<file path="config.mk">
export PLATFORM = sky130hd
export DESIGN_NAME = gate_logic_unit_flat
export DESIGN_NICKNAME = d
export VERILOG_FILES = /design/src/rtl/gate_pkg.sv /design/src/rtl/gate_logic_unit_if.sv /design/src/rtl/gate_skid_buf.sv /design/src/rtl/gate_logic_unit.sv /design/src/flat_wrapper.sv
export SDC_FILE = /design/constraint.sdc
export NUM_CORES = 1
export LEC_CHECK = 0
export CORE_MARGIN = 2
export CORE_UTILIZATION = 44
export CTS_CLUSTER_SIZE = 24
export DETAILED_ROUTE_END_ITERATION = 10
export PLACE_DENSITY = 0.76
export REMOVE_ABC_BUFFERS = 1
export SYNTH_ARGS = -nofsm -noshare
export SYNTH_HDL_FRONTEND = slang
export SYNTH_HIERARCHICAL = 1
export SYNTH_SLANG_ARGS = --single-unit
</file>
<file path="constraint.sdc">
create_clock -name CLK_i -period 1.7 [get_ports CLK_i]
set_clock_uncertainty 0.2 [all_clocks]
set_input_delay 0.51 -clock CLK_i [delete_from_list [all_inputs] [get_ports CLK_i]]
set_output_delay 0.51 -clock CLK_i [all_outputs]
set_load 0.01 [all_outputs]
</file>
<file path="src/rtl/gate_pkg.sv">
// Shared types and the single-bit gate evaluator for the gate_logic_unit family.
package gate_pkg;

  typedef enum logic [2:0] {
    OP_AND    = 3'b000,
    OP_OR     = 3'b001,
    OP_XOR    = 3'b010,
    OP_NAND   = 3'b011,
    OP_NOR    = 3'b100,
    OP_XNOR   = 3'b101,
    OP_PASS_A = 3'b110,
    OP_NOT_A  = 3'b111
  } gate_op_e;

  localparam int RED_OR  = 0;
  localparam int RED_AND = 1;
  localparam int RED_XOR = 2;

  // Evaluated per bit so any operand width reuses the same function.
  function automatic logic gate_eval(gate_op_e op, logic a, logic b);
    logic r;
    r = 1'b0;
    case (op)
      OP_AND:    r = a & b;
      OP_OR:     r = a | b;
      OP_XOR:    r = a ^ b;
      OP_NAND:   r = ~(a & b);
      OP_NOR:    r = ~(a | b);
      OP_XNOR:   r = ~(a ^ b);
      OP_PASS_A: r = a;
      OP_NOT_A:  r = ~a;
      default:   r = 1'b0;
    endcase
    return r;
  endfunction

endpackage

</file>
<file path="src/rtl/gate_logic_unit_if.sv">
// Valid/ready bundle between an upstream source, gate_logic_unit and its downstream sink.
interface gate_logic_unit_if
  import gate_pkg::*;
#(
  parameter int WIDTH = 8
);

  logic [WIDTH-1:0] A_i;
  logic [WIDTH-1:0] B_i;
  gate_op_e         OP_i;
  logic             VALID_i;
  logic             READY_o;
  logic [WIDTH-1:0] F_o;
  logic             RED_o;
  logic             VALID_o;
  logic             READY_i;

  modport master (
    output A_i, B_i, OP_i, VALID_i, READY_i,
    input  READY_o, F_o, RED_o, VALID_o
  );

  modport slave (
    input  A_i, B_i, OP_i, VALID_i, READY_i,
    output READY_o, F_o, RED_o, VALID_o
  );

endinterface

</file>
<file path="src/rtl/gate_skid_buf.sv">
// One-entry skid buffer in front of an output register; full throughput, registered ready.
module gate_skid_buf #(
  parameter int DW = 9
) (
  input  logic          clk,
  input  logic          rst_n,
  input  logic [DW-1:0] in_data_i,
  input  logic          in_valid_i,
  output logic          in_ready_o,
  output logic [DW-1:0] out_data_o,
  output logic          out_valid_o,
  input  logic          out_ready_i
);

  logic [DW-1:0] oreg_q, oreg_d;
  logic          oval_q, oval_d;
  logic [DW-1:0] skid_q, skid_d;
  logic          skid_full_q, skid_full_d;
  logic          accept;
  logic          oreg_free;

  assign in_ready_o  = ~skid_full_q;
  assign accept      = in_valid_i & in_ready_o;
  assign oreg_free   = ~oval_q | out_ready_i;
  assign out_data_o  = oreg_q;
  assign out_valid_o = oval_q;

  always_comb begin
    // NOTE: every next-state signal gets its hold value first, so no path infers a latch.
    oreg_d      = oreg_q;
    oval_d      = oval_q;
    skid_d      = skid_q;
    skid_full_d = skid_full_q;
    if (oreg_free) begin
      if (skid_full_q) begin
        // The older beat in the skid always wins the register to keep order.
        oreg_d      = skid_q;
        oval_d      = 1'b1;
        skid_full_d = accept;
        if (accept) skid_d = in_data_i;
      end else if (accept) begin
        oreg_d = in_data_i;
        oval_d = 1'b1;
      end else begin
        oval_d = 1'b0;
      end
    end else if (accept) begin
      skid_d      = in_data_i;
      skid_full_d = 1'b1;
    end
  end

  // NOTE: state registers use non-blocking assignment so all flops update together at the edge.
  always_ff @(posedge clk or negedge rst_n) begin
    if (!rst_n) begin
      oreg_q      <= '0;
      oval_q      <= 1'b0;
      skid_full_q <= 1'b0;
    end else begin
      oreg_q      <= oreg_d;
      oval_q      <= oval_d;
      skid_full_q <= skid_full_d;
    end
  end

  // NOTE: the skid payload is not reset; skid_full_q qualifies it, so stale data is never used.
  always_ff @(posedge clk) begin
    skid_q <= skid_d;
  end

endmodule

</file>
<file path="src/rtl/gate_logic_unit.sv">
// Registered bitwise gate stage: eight ops on two WIDTH-bit operands plus a reduction flag.
module gate_logic_unit
  import gate_pkg::*;
#(
  parameter int WIDTH  = 8,
  parameter int RED_OP = RED_OR
) (
  input logic         CLK_i,
  input logic         RSTN_i,
  gate_logic_unit_if.slave bus
);

  localparam int DW = WIDTH + 1;

  logic [WIDTH-1:0] f_c;
  logic             red_c;
  logic [DW-1:0]    out_data;

  always_comb begin
    f_c = '0;
    for (int i = 0; i < WIDTH; i++) begin
      f_c[i] = gate_eval(bus.OP_i, bus.A_i[i], bus.B_i[i]);
    end
  end

  // Reduction is taken before the register so RED_o always travels with its own F_o.
  always_comb begin
    red_c = 1'b0;
    case (RED_OP)
      RED_AND: red_c = &f_c;
      RED_XOR: red_c = ^f_c;
      default: red_c = |f_c;
    endcase
  end

  gate_skid_buf #(
    .DW(DW)
  ) u_skid (
    .clk        (CLK_i),
    .rst_n      (RSTN_i),
    .in_data_i  ({red_c, f_c}),
    .in_valid_i (bus.VALID_i),
    .in_ready_o (bus.READY_o),
    .out_data_o (out_data),
    .out_valid_o(bus.VALID_o),
    .out_ready_i(bus.READY_i)
  );

  assign bus.F_o   = out_data[WIDTH-1:0];
  assign bus.RED_o = out_data[WIDTH];

endmodule

</file>
<file path="src/flat_wrapper.sv">
// flat-port wrapper written by rule: the top's interface ports become plain ports
module gate_logic_unit_flat import gate_pkg::*;
#(
  parameter int WIDTH  = 8,
  parameter int RED_OP = RED_OR
)
  (CLK_i, RSTN_i, bus_A_i, bus_B_i, bus_OP_i, bus_VALID_i, bus_READY_i, bus_READY_o, bus_F_o, bus_RED_o, bus_VALID_o);
  gate_logic_unit_if #(.WIDTH(WIDTH)) bus_i ();
  input logic CLK_i;
  input logic RSTN_i;
  input wire logic [$bits(bus_i.A_i)-1:0] bus_A_i;
  input wire logic [$bits(bus_i.B_i)-1:0] bus_B_i;
  input wire logic [$bits(bus_i.OP_i)-1:0] bus_OP_i;
  input wire logic [$bits(bus_i.VALID_i)-1:0] bus_VALID_i;
  input wire logic [$bits(bus_i.READY_i)-1:0] bus_READY_i;
  output wire logic [$bits(bus_i.READY_o)-1:0] bus_READY_o;
  output wire logic [$bits(bus_i.F_o)-1:0] bus_F_o;
  output wire logic [$bits(bus_i.RED_o)-1:0] bus_RED_o;
  output wire logic [$bits(bus_i.VALID_o)-1:0] bus_VALID_o;
  assign bus_i.A_i = bus_A_i;
  assign bus_i.B_i = bus_B_i;
  assign bus_i.OP_i = bus_OP_i;
  assign bus_i.VALID_i = bus_VALID_i;
  assign bus_i.READY_i = bus_READY_i;
  assign bus_READY_o = bus_i.READY_o;
  assign bus_F_o = bus_i.F_o;
  assign bus_RED_o = bus_i.RED_o;
  assign bus_VALID_o = bus_i.VALID_o;
  gate_logic_unit #(.WIDTH(WIDTH), .RED_OP(RED_OP)) u_core (.CLK_i(CLK_i), .RSTN_i(RSTN_i), .bus(bus_i));
endmodule
</file>
---- Word level (Yosys, flattened, before mapping) ----
Index checks and enable logic that the tools add are counted.
word-level totals
  word-level logic and storage cells ...... 95
  flip-flop bits (word level) ............. 20
operators by class
  eq/ne operators ......................... 8
  muxes and demuxes ....................... 18
  bitwise gates (word level) .............. 60
  reductions and logical operators ........ 5
operators with widths
  operator              count
  $pmux W1 S8           8
  $mux W9               5
  $not A1 Y1            34
  $eq A3 B3 Y1 const B  4
  $and A1 B1 Y1         9
  $or A1 B1 Y1          9
  $reduce_or A8 Y1      1
  $xor A1 B1 Y1         8
  $eq A3 B2 Y1 const B  2
  $mux W1               5
  $reduce_bool A2 Y1    2
  $eq A3 B1 Y1 const B  1
  $logic_not A3 Y1      1
  $ne A2 B2 Y1 const B  1
  $reduce_and A2 Y1     1

---- Depth between registers and ports, before layout ----
Gate-level depths: netlist (run 1).
  depth after elaboration ................. 7
  mapped depth ............................ 11
  depth with buffers taken out ............ 10

---- Cells and area by module ----
Netlist (run 1), hierarchy kept.
by module, submodules not included
  module           area an instance (µm²)  times used  seq. area each (µm²)  cells each
  gate_logic_unit  929.6                   1           0.0                   139
  gate_skid_buf    867.1                   1           545.5                 47

---- Least setup slack after synthesis (run 1) ----
Ideal clock, no wire load.
  path kind ............................... input-to-reg
  start ................................... in bus_A_i[5]
  end ..................................... reg u_core.u_skid.oreg_q[8], in the netlist u_core/u_skid/out_data_o[8]
  data required time ...................... 1.375 ns
  stages on the path ...................... 9
  arrival time ............................ 2.600 ns
  slack ................................... -1.225 ns
  library setup time ...................... 0.125 ns
  cell sequence ........................... inv_1 -> ha_1 -> nor2_1 -> a21oi_1 -> mux4_2 -> nor4_1 -> or4b_1 -> mux2_2 -> mux2_2
between the ends
  word-level cells in the longest chain between the ends .. 6
  elaborated cells on any way between the ends .. 11
  classes of those cells .................. mux: 3; bitwise: 7; reduce/logical: 1
ends and longest elaborated chain
  item                                   RTL line                                        RTL
  from (decl)                            flat_wrapper.sv:11                              input wire logic [$bits(bus_i.A_i)-1:0] bus_A_i;
  $xor A1 B1 Y1 (tied with other cells)  gate_pkg.sv:26, gate_pkg.sv:29
  $not A1 Y1, on equally long branches   gate_pkg.sv:29, gate_pkg.sv:27, gate_pkg.sv:28
  $pmux W1 S8 (*)                        gate_pkg.sv:23                                  case (op)
  via u_core.f_c[5]                      gate_logic_unit.sv:15                           logic [WIDTH-1:0] f_c;
  $reduce_or A8 Y1 (*)                   gate_logic_unit.sv:32                           default: red_c = |f_c;
  via u_core.red_c                       gate_logic_unit.sv:16                           logic red_c;
  $mux W9 (*)                            gate_skid_buf.sv:41                             end else if (accept) begin
  $mux W9 (*)                            gate_skid_buf.sv:35                             if (skid_full_q) begin
  to (signal assigned)                   gate_skid_buf.sv:60                             oreg_q <= oreg_d;
  to (decl)                              gate_skid_buf.sv:15                             logic [DW-1:0] oreg_q, oreg_d;
The timed path passes the listed nets; every way through them passes the cells marked *. The select of a mux whose other input is x is not followed.
A chain may end at the register's enable or synchronous reset.

---- Final worst setup path (run 1) ----
  start ................................... in bus_OP_i[0]
  end ..................................... reg u_core.u_skid.oreg_q[8], in the netlist u_core/u_skid/out_data_o[8]
between the ends
  word-level cells in the longest chain between the ends .. 5
  elaborated cells on any way between the ends .. 19
  classes of those cells .................. eq/ne: 7; mux: 10; reduce/logical: 2
ends and longest elaborated chain
  item                                  RTL line               RTL
  from (decl)                           flat_wrapper.sv:13     input wire logic [$bits(bus_i.OP_i)-1:0] bus_OP_i;
  $eq A3 B3 Y1 (tied with other cells)  gate_pkg.sv:23
  $pmux W1 S8 (*)                       gate_pkg.sv:23
  via u_core.f_c[7]                     gate_logic_unit.sv:15
  $reduce_or A8 Y1 (*)                  gate_logic_unit.sv:32
  via u_core.red_c                      gate_logic_unit.sv:16
  $mux W9 (*)                           gate_skid_buf.sv:41
  $mux W9 (*)                           gate_skid_buf.sv:35
Marks and branches as above.

==> impl_metrics.toml, run 1 <==
[cts]
tritoncts = "built"
clockBufferDepth = 2
cts_htree_levels = 1
clock-sinks = 20
hold_buffers = 0
cts.clk_slew.worst_paths_ns = 0.08
clk_latency_ns = 0.27
cts-root-buf = "clkbuf_8"
cts_buffers = 3

[critical_path]
setup.worst_path.end_class = "register"
crit_fanout = 7
critPathKind = "input port to register"
slowest_stage = "or4b_4"
cpMostUsedCell = "mux2_4"
r2r_cells = 4
cp.required_ns = 1.66
startpoint = "bus_OP_i[0]"
path_cells = "buf_12, buf_8, and2_4, a22o_1, o32ai_2, a22oi_1, nor4_1, or4b_4, mux2_4, mux2_4"
slowest_delay_ns = 0.50
rr_startpoint = "u_core/u_skid/skid_full_q"
worstPathArrival_ns = 2.88
critPathLaunchType = "input port"

[yosys]
synth_edf_count = 9
ys_async_sr_fraction_pct = 55.0
synth-seq-cells = 20
synth-simple-area-share_pct = 13.2
avgSynthCellArea_um2 = 9.66
yosys_most_used_dff = "dfrtp_1"
synth-compound-area-share_pct = 16.1
synth_top_family_by_area = "multiplexers"
ys.warnings.count = 6
synth.cell_area_um2 = 1800
synth_fa_ha_area_share_pct = 11.1
yosysSeqAreaShare_pct = 30.4
syn-instance-count = 186
synth.distinct_cells = 46
synth.area.mux_share_pct = 16.7
synth-xor-area-share_pct = 3.41

[floorplanning]
die_width_um = 67.9
core_um2 = 3970
io_pins = 34
start_util_pct = 45.2
die_h_um = 67.9
num_rows = 23
die-area_um2 = 4610

[global_routing]
grt_start_max_net_pins = 13
grt_antenna_before_repair = 0
grt_usage_pct = 27.1
grt_pass1_wl_um = 9090
grt_overflow = 0
grt_pass1_vias = 1885

[detailed_routing]
wl_per_cell_um = 22.1
viasPerCell = 6.00
drc = 0
first_pass_iters = 4
dr_total_vias = 1973
drt_iter0_drc = 113
wirelength_um = 7280
ant_nets = 0

[placed_design]
dpl.cell_count = 299
hpwl_um = 3010
gp_congestion = 0.809
io_buffers = 33

[outcome]
status = "finished with violations"
violations = "setup timing"

[pwr]
power_mw = 2.15
power_leakage_nw = 1.45
ir_drop_v = 0.000357
p_per_area_nw_per_um2 = 653

[layout]
synthToLayoutAreaGrowth_pct = 83.4
layout.nets = 319
diodes = 0
drive_gt1_share_pct = 66.7
final_cells = 329

[sta]
setup_viol = 18
worst_slack_ns = -1.22
setup_tns_ns = -9.13
fin_crit_sh_pct = 172
hold_violations = 0
fmax_mhz = 342
tightest_slew_ns = 0.382
rsz0062_at_grt = "true"
slew_headroom_pct = 74.5
fin_crit_ns = 2.92
slew_viol_final = 0

[min_path]
worstHoldStart = "u_core/u_skid/out_data_o[1]"
hp-class = "register to register"
hold_path_depth = 1

[run]
max_cap_violations = 0
## registers in the layout (all words and copies together) (netlist names)
name and count:
u_core/u_skid/out_data_o 9, u_core/u_skid/out_valid_o 1, u_core/u_skid/skid_q 9, u_core/u_skid/skid_full_q 1
## path summary, 6_finish.rpt
path | slack (ns) | to
max | -1.22 | u_core/u_skid/out_data_o[8]
min | 0.31 | u_core/u_skid/out_data_o[1]
max in group asynchronous | 0.82 | u_core/u_skid/out_data_o[1]
min reg2reg | 0.31 | u_core/u_skid/out_data_o[1]
min in group asynchronous | 0.33 | u_core/u_skid/out_valid_o
max reg2reg | 0.12 | u_core/u_skid/out_data_o[7]
## cell families after synthesis
kind of cell	after synthesis
muxes	21
adders and majority gates	16
buffers and inverters	31
DFF	20
and+or+nand+nor	47
AOI/OAI and AO/OA	44
xor gates and xnor gates	7
## cells in the mapped netlist, types with 2 or more instances
master,number,area (µm²)
ha_1,16,200
o41ai_1,2,17.5
mux2_4,14,210
a211oi_1,3,22.5
xor2_1,4,35.0
a21oi_1,12,60.1
o22ai_1,4,25.0
mux2_2,6,67.6
nand2b_1,2,12.5
nor2b_1,4,25.0
or2_2,2,12.5
xnor2_1,3,26.3
inv_1,17,63.8
buf_2,5,25.0
o211ai_1,2,15.0
nand2_1,12,45.0
dfrtp_1,11,275
a221oi_1,2,17.5
edfxtp_1,9,270
nor2_1,17,63.8
buf_6,5,56.3
nor3_1,3,15.0
o21ai_0,8,40.0
## placed cells by master (no fill, tap or decap), types with 4 or more instances in the layout
cell type	count
nand2_1	9
o21ai_2	4
a21oi_2	6
buf_4	45
inv_4	11
buf_8	13
dfrtp_1	11
a21oi_1	5
dlygate4sd2_1	11
buf_6	27
mux2_4	19
ha_4	11
inv_2	4
nor2_1	13
ha_1	4
edfxtp_1	9
xor2_1	4
## what timing repair did
item	in CTS	in global routing
endpoints found under the setup margin	38	20
pin swaps	45	17
resized for setup	231	45
gates cloned	3	0
buffers inserted	39	8
## layer usage
metal	global-route usage, %	share of wire (%)
met4	16.3	5.8
met2	51.7	50
met3	2.63	6.0
met1	28.5	39
met5	0	0
## worst max-delay path: cells and delay by family
kind	cells	cell delay [ns]
AO/OA/AOI/OAI	3	0.68
buffers and inverters	2	0.24
multiplexers	2	0.53
AND/OR/NAND/NOR	3	0.92
## final cells by class
cell class / instances / area [µm²]
Clock buffer: 3 / 41.3
Tap cell: 50 / 62.6
Sequential cell: 20 / 546
Inverter: 19 / 114
Fill cell: 198 / 677
Multi-Input combinational cell: 135 / 1500
Timing Repair Buffer: 101 / 1010
Clock inverter: 1 / 30.0
## metrics by stage
step	hold slack [ns]	util [%]	worst slack, ns	area [µm²]
floorplan	0.0144	-	-1.22	1700
global placement	0.302	60.7	-1.78	2410
detailed placement	0.304	60.7	-1.82	2410
CTS	0.316	78.6	-1.03	3120
global route	0.322	83.0	-1.23	3290
finish	0.310	83.0	-1.22	3290
## where the power goes
part           switching, mW  internal, mW
Clock                  0.173         0.315
Combinational          0.452         0.596
Sequential            0.0347         0.582
Total                  0.659          1.49
Power figures use the tool's default switching activity.
==> run 2, diff against run 1 <==
- CORE_MARGIN: 2 -> default
- SKIP_LAST_GASP: default -> 1
==> run 2 against run 1 <==
  * Non-clock buffer count is 1 lower
  * Flip-flop and latch count stayed put
  * Critical endpoint unchanged
  * Final area rose by 0.84%
  * Sequential power hardly changed
  * Largest power group unchanged
  * Combinational power increased by 4%
  * Worst hold slack got worse by 0.0043 ns
  * The flow still finishes with violations (setup timing)
==> impl_metrics.toml, run 2 (synthesis results as in run 1) <==
[floorplanning]
die_h_um = 65.9
num_rows = 22
io_pins = 34
die-area_um2 = 4340
start_util_pct = 47.3
core_um2 = 3800
die_width_um = 65.9

[critical_path]
worstPathArrival_ns = 2.81
critPathKind = "input port to register"
r2r_cells = 4
reg2reg_slack_ns = 0.10
crit_fanout = 6
cp.required_ns = 1.64
setup.worst_path.end_class = "register"
critPathLaunchType = "input port"

[sta]
slew_headroom_pct = 77.6
setup_tns_ns = -9.82
worst_slack_ns = -1.17
setup_viol = 18
tightest_slew_ns = 0.332
rsz0062_at_grt = "true"
hold_violations = 0
fin_crit_sh_pct = 169
hold_ws_ns = 0.306
slew_viol_final = 0
fmax_mhz = 349
fin_crit_ns = 2.87

[outcome]
status = "finished with violations"
violations = "setup timing"

[cts]
hold_buffers = 0
clockBufferDepth = 2
cts-root-buf = "clkbuf_8"
tritoncts = "built"
clk_latency_ns = 0.26
cts_buffers = 3
cts.clk_slew.worst_paths_ns = 0.07
cts_htree_levels = 1
clock-sinks = 20

[placed_design]
gp_congestion = 0.877
io_buffers = 33
hpwl_um = 2990

[pwr]
ir_drop_v = 0.000293
power_mw = 2.02
p_per_area_nw_per_um2 = 609
power_leakage_nw = 1.46

[global_routing]
grt_antenna_before_repair = 0
grt_pass1_vias = 2061
grt_usage_pct = 31.5
grt_pass1_wl_um = 10200
grt_start_max_net_pins = 13
grt_overflow = 0

[detailed_routing]
wl_per_cell_um = 22.1
viasPerCell = 6.02
dr_total_vias = 1961
wirelength_um = 7200
first_pass_iters = 4
drt_iter0_drc = 123
ant_nets = 0
drc = 0

[min_path]
hold_path_depth = 1
hp-class = "register to register"

[layout]
layout.nets = 318
nFillCells = 155
synthToLayoutAreaGrowth_pct = 84.9
final_common_cell = "buf_4"
drive_gt1_share_pct = 68.3
layout_common_cells = "38 x buf_4, 28 x buf_6, 20 x mux2_4"
diodes = 0

[run]
max_cap_violations = 0
==> run 2: changes by cell type in the layout (fill, tap and decap cells not counted), sizes merged <==
cell	change
dlymetal6s2s	+1
buf	-3
clkbuf	+1
clkdlybuf4s15	+2
bufinv	-1
dlygate4sd2	-1
==> run 2: timing repair <==
item / CTS / global route
endpoints found under the setup margin: 38 / 28
setup buffers: 40 / 11
gates resized for setup: 215 / 55
pin swaps: 40 / 29
gates cloned: 3 / 0
==> run 2: where the power goes <==
group	switching (mW)	leakage, nW	internal (mW)
Clock	0.153	0.0228	0.167
Sequential	0.0350	0.208	0.583
Combinational	0.469	1.23	0.618
Total	0.657	1.46	1.37
==> run 2: layout make-up <==
type / count / area, µm² / area share (%)
inverters: 19 / 83.8 / 2.52
clock buffers: 4 / 45.0 / 1.36
multi-input cells: 135 / 1570 / 47.2
well taps: 48 / 60.1 / 1.81
repair buffers: 100 / 1020 / 30.7
flip-flops and latches: 20 / 546 / 16.4
==> run 2: per-layer routing <==
metal,vias up,track usage (%),part of all wire [%]
li1,849,-,-
met1,910,34.0,36
met2,145,58.2,50
met3,57,3.45,6.7
met4,0,18.8,6.9
met5,-,0,0
==> run 2: final timing paths <==
check	startpoint	to
worst max-delay path	bus_OP_i[0]	u_core/u_skid/out_data_o[8]
worst min-delay path	u_core/u_skid/out_data_o[0]	u_core/u_skid/out_data_o[0]
worst max register to register	u_core/u_skid/skid_full_q	u_core/u_skid/out_data_o[4]
worst min register to register	u_core/u_skid/out_data_o[0]	u_core/u_skid/out_data_o[0]
max in group asynchronous	RSTN_i	u_core/u_skid/out_data_o[8]
min in group asynchronous	RSTN_i	u_core/u_skid/out_data_o[7]
==> run 2: stage by stage <==
step / instance area (µm²) / setup WS, ns / util (%) / cells
floorplan: 1700 / -1.22 / - / 174
global placement: 2430 / -1.79 / 63.9 / 296
detailed placement: 2430 / -1.82 / 63.9 / 296
CTS: 3230 / -1.06 / 84.9 / 334
global route: 3320 / -1.22 / 87.5 / 326
finish: 3320 / -1.17 / 87.5 / 326
==> run 2: worst max-delay path, cell delays in order <==
cell and delay, ns:
buf_12 0.12, buf_12 0.13, buf_12 0.13, xor2_1 0.15
nand2_1 0.15, o2111ai_2 0.15, o31a_1 0.15, nor4_2 0.25
or4b_4 0.50, mux2_4 0.29, mux2_4 0.26
==> run 3, diff against run 2 <==
- CAP_MARGIN: default -> 30
==> results of run 3 <==
Final layout, timing and power as in run 2 (identical DEF).
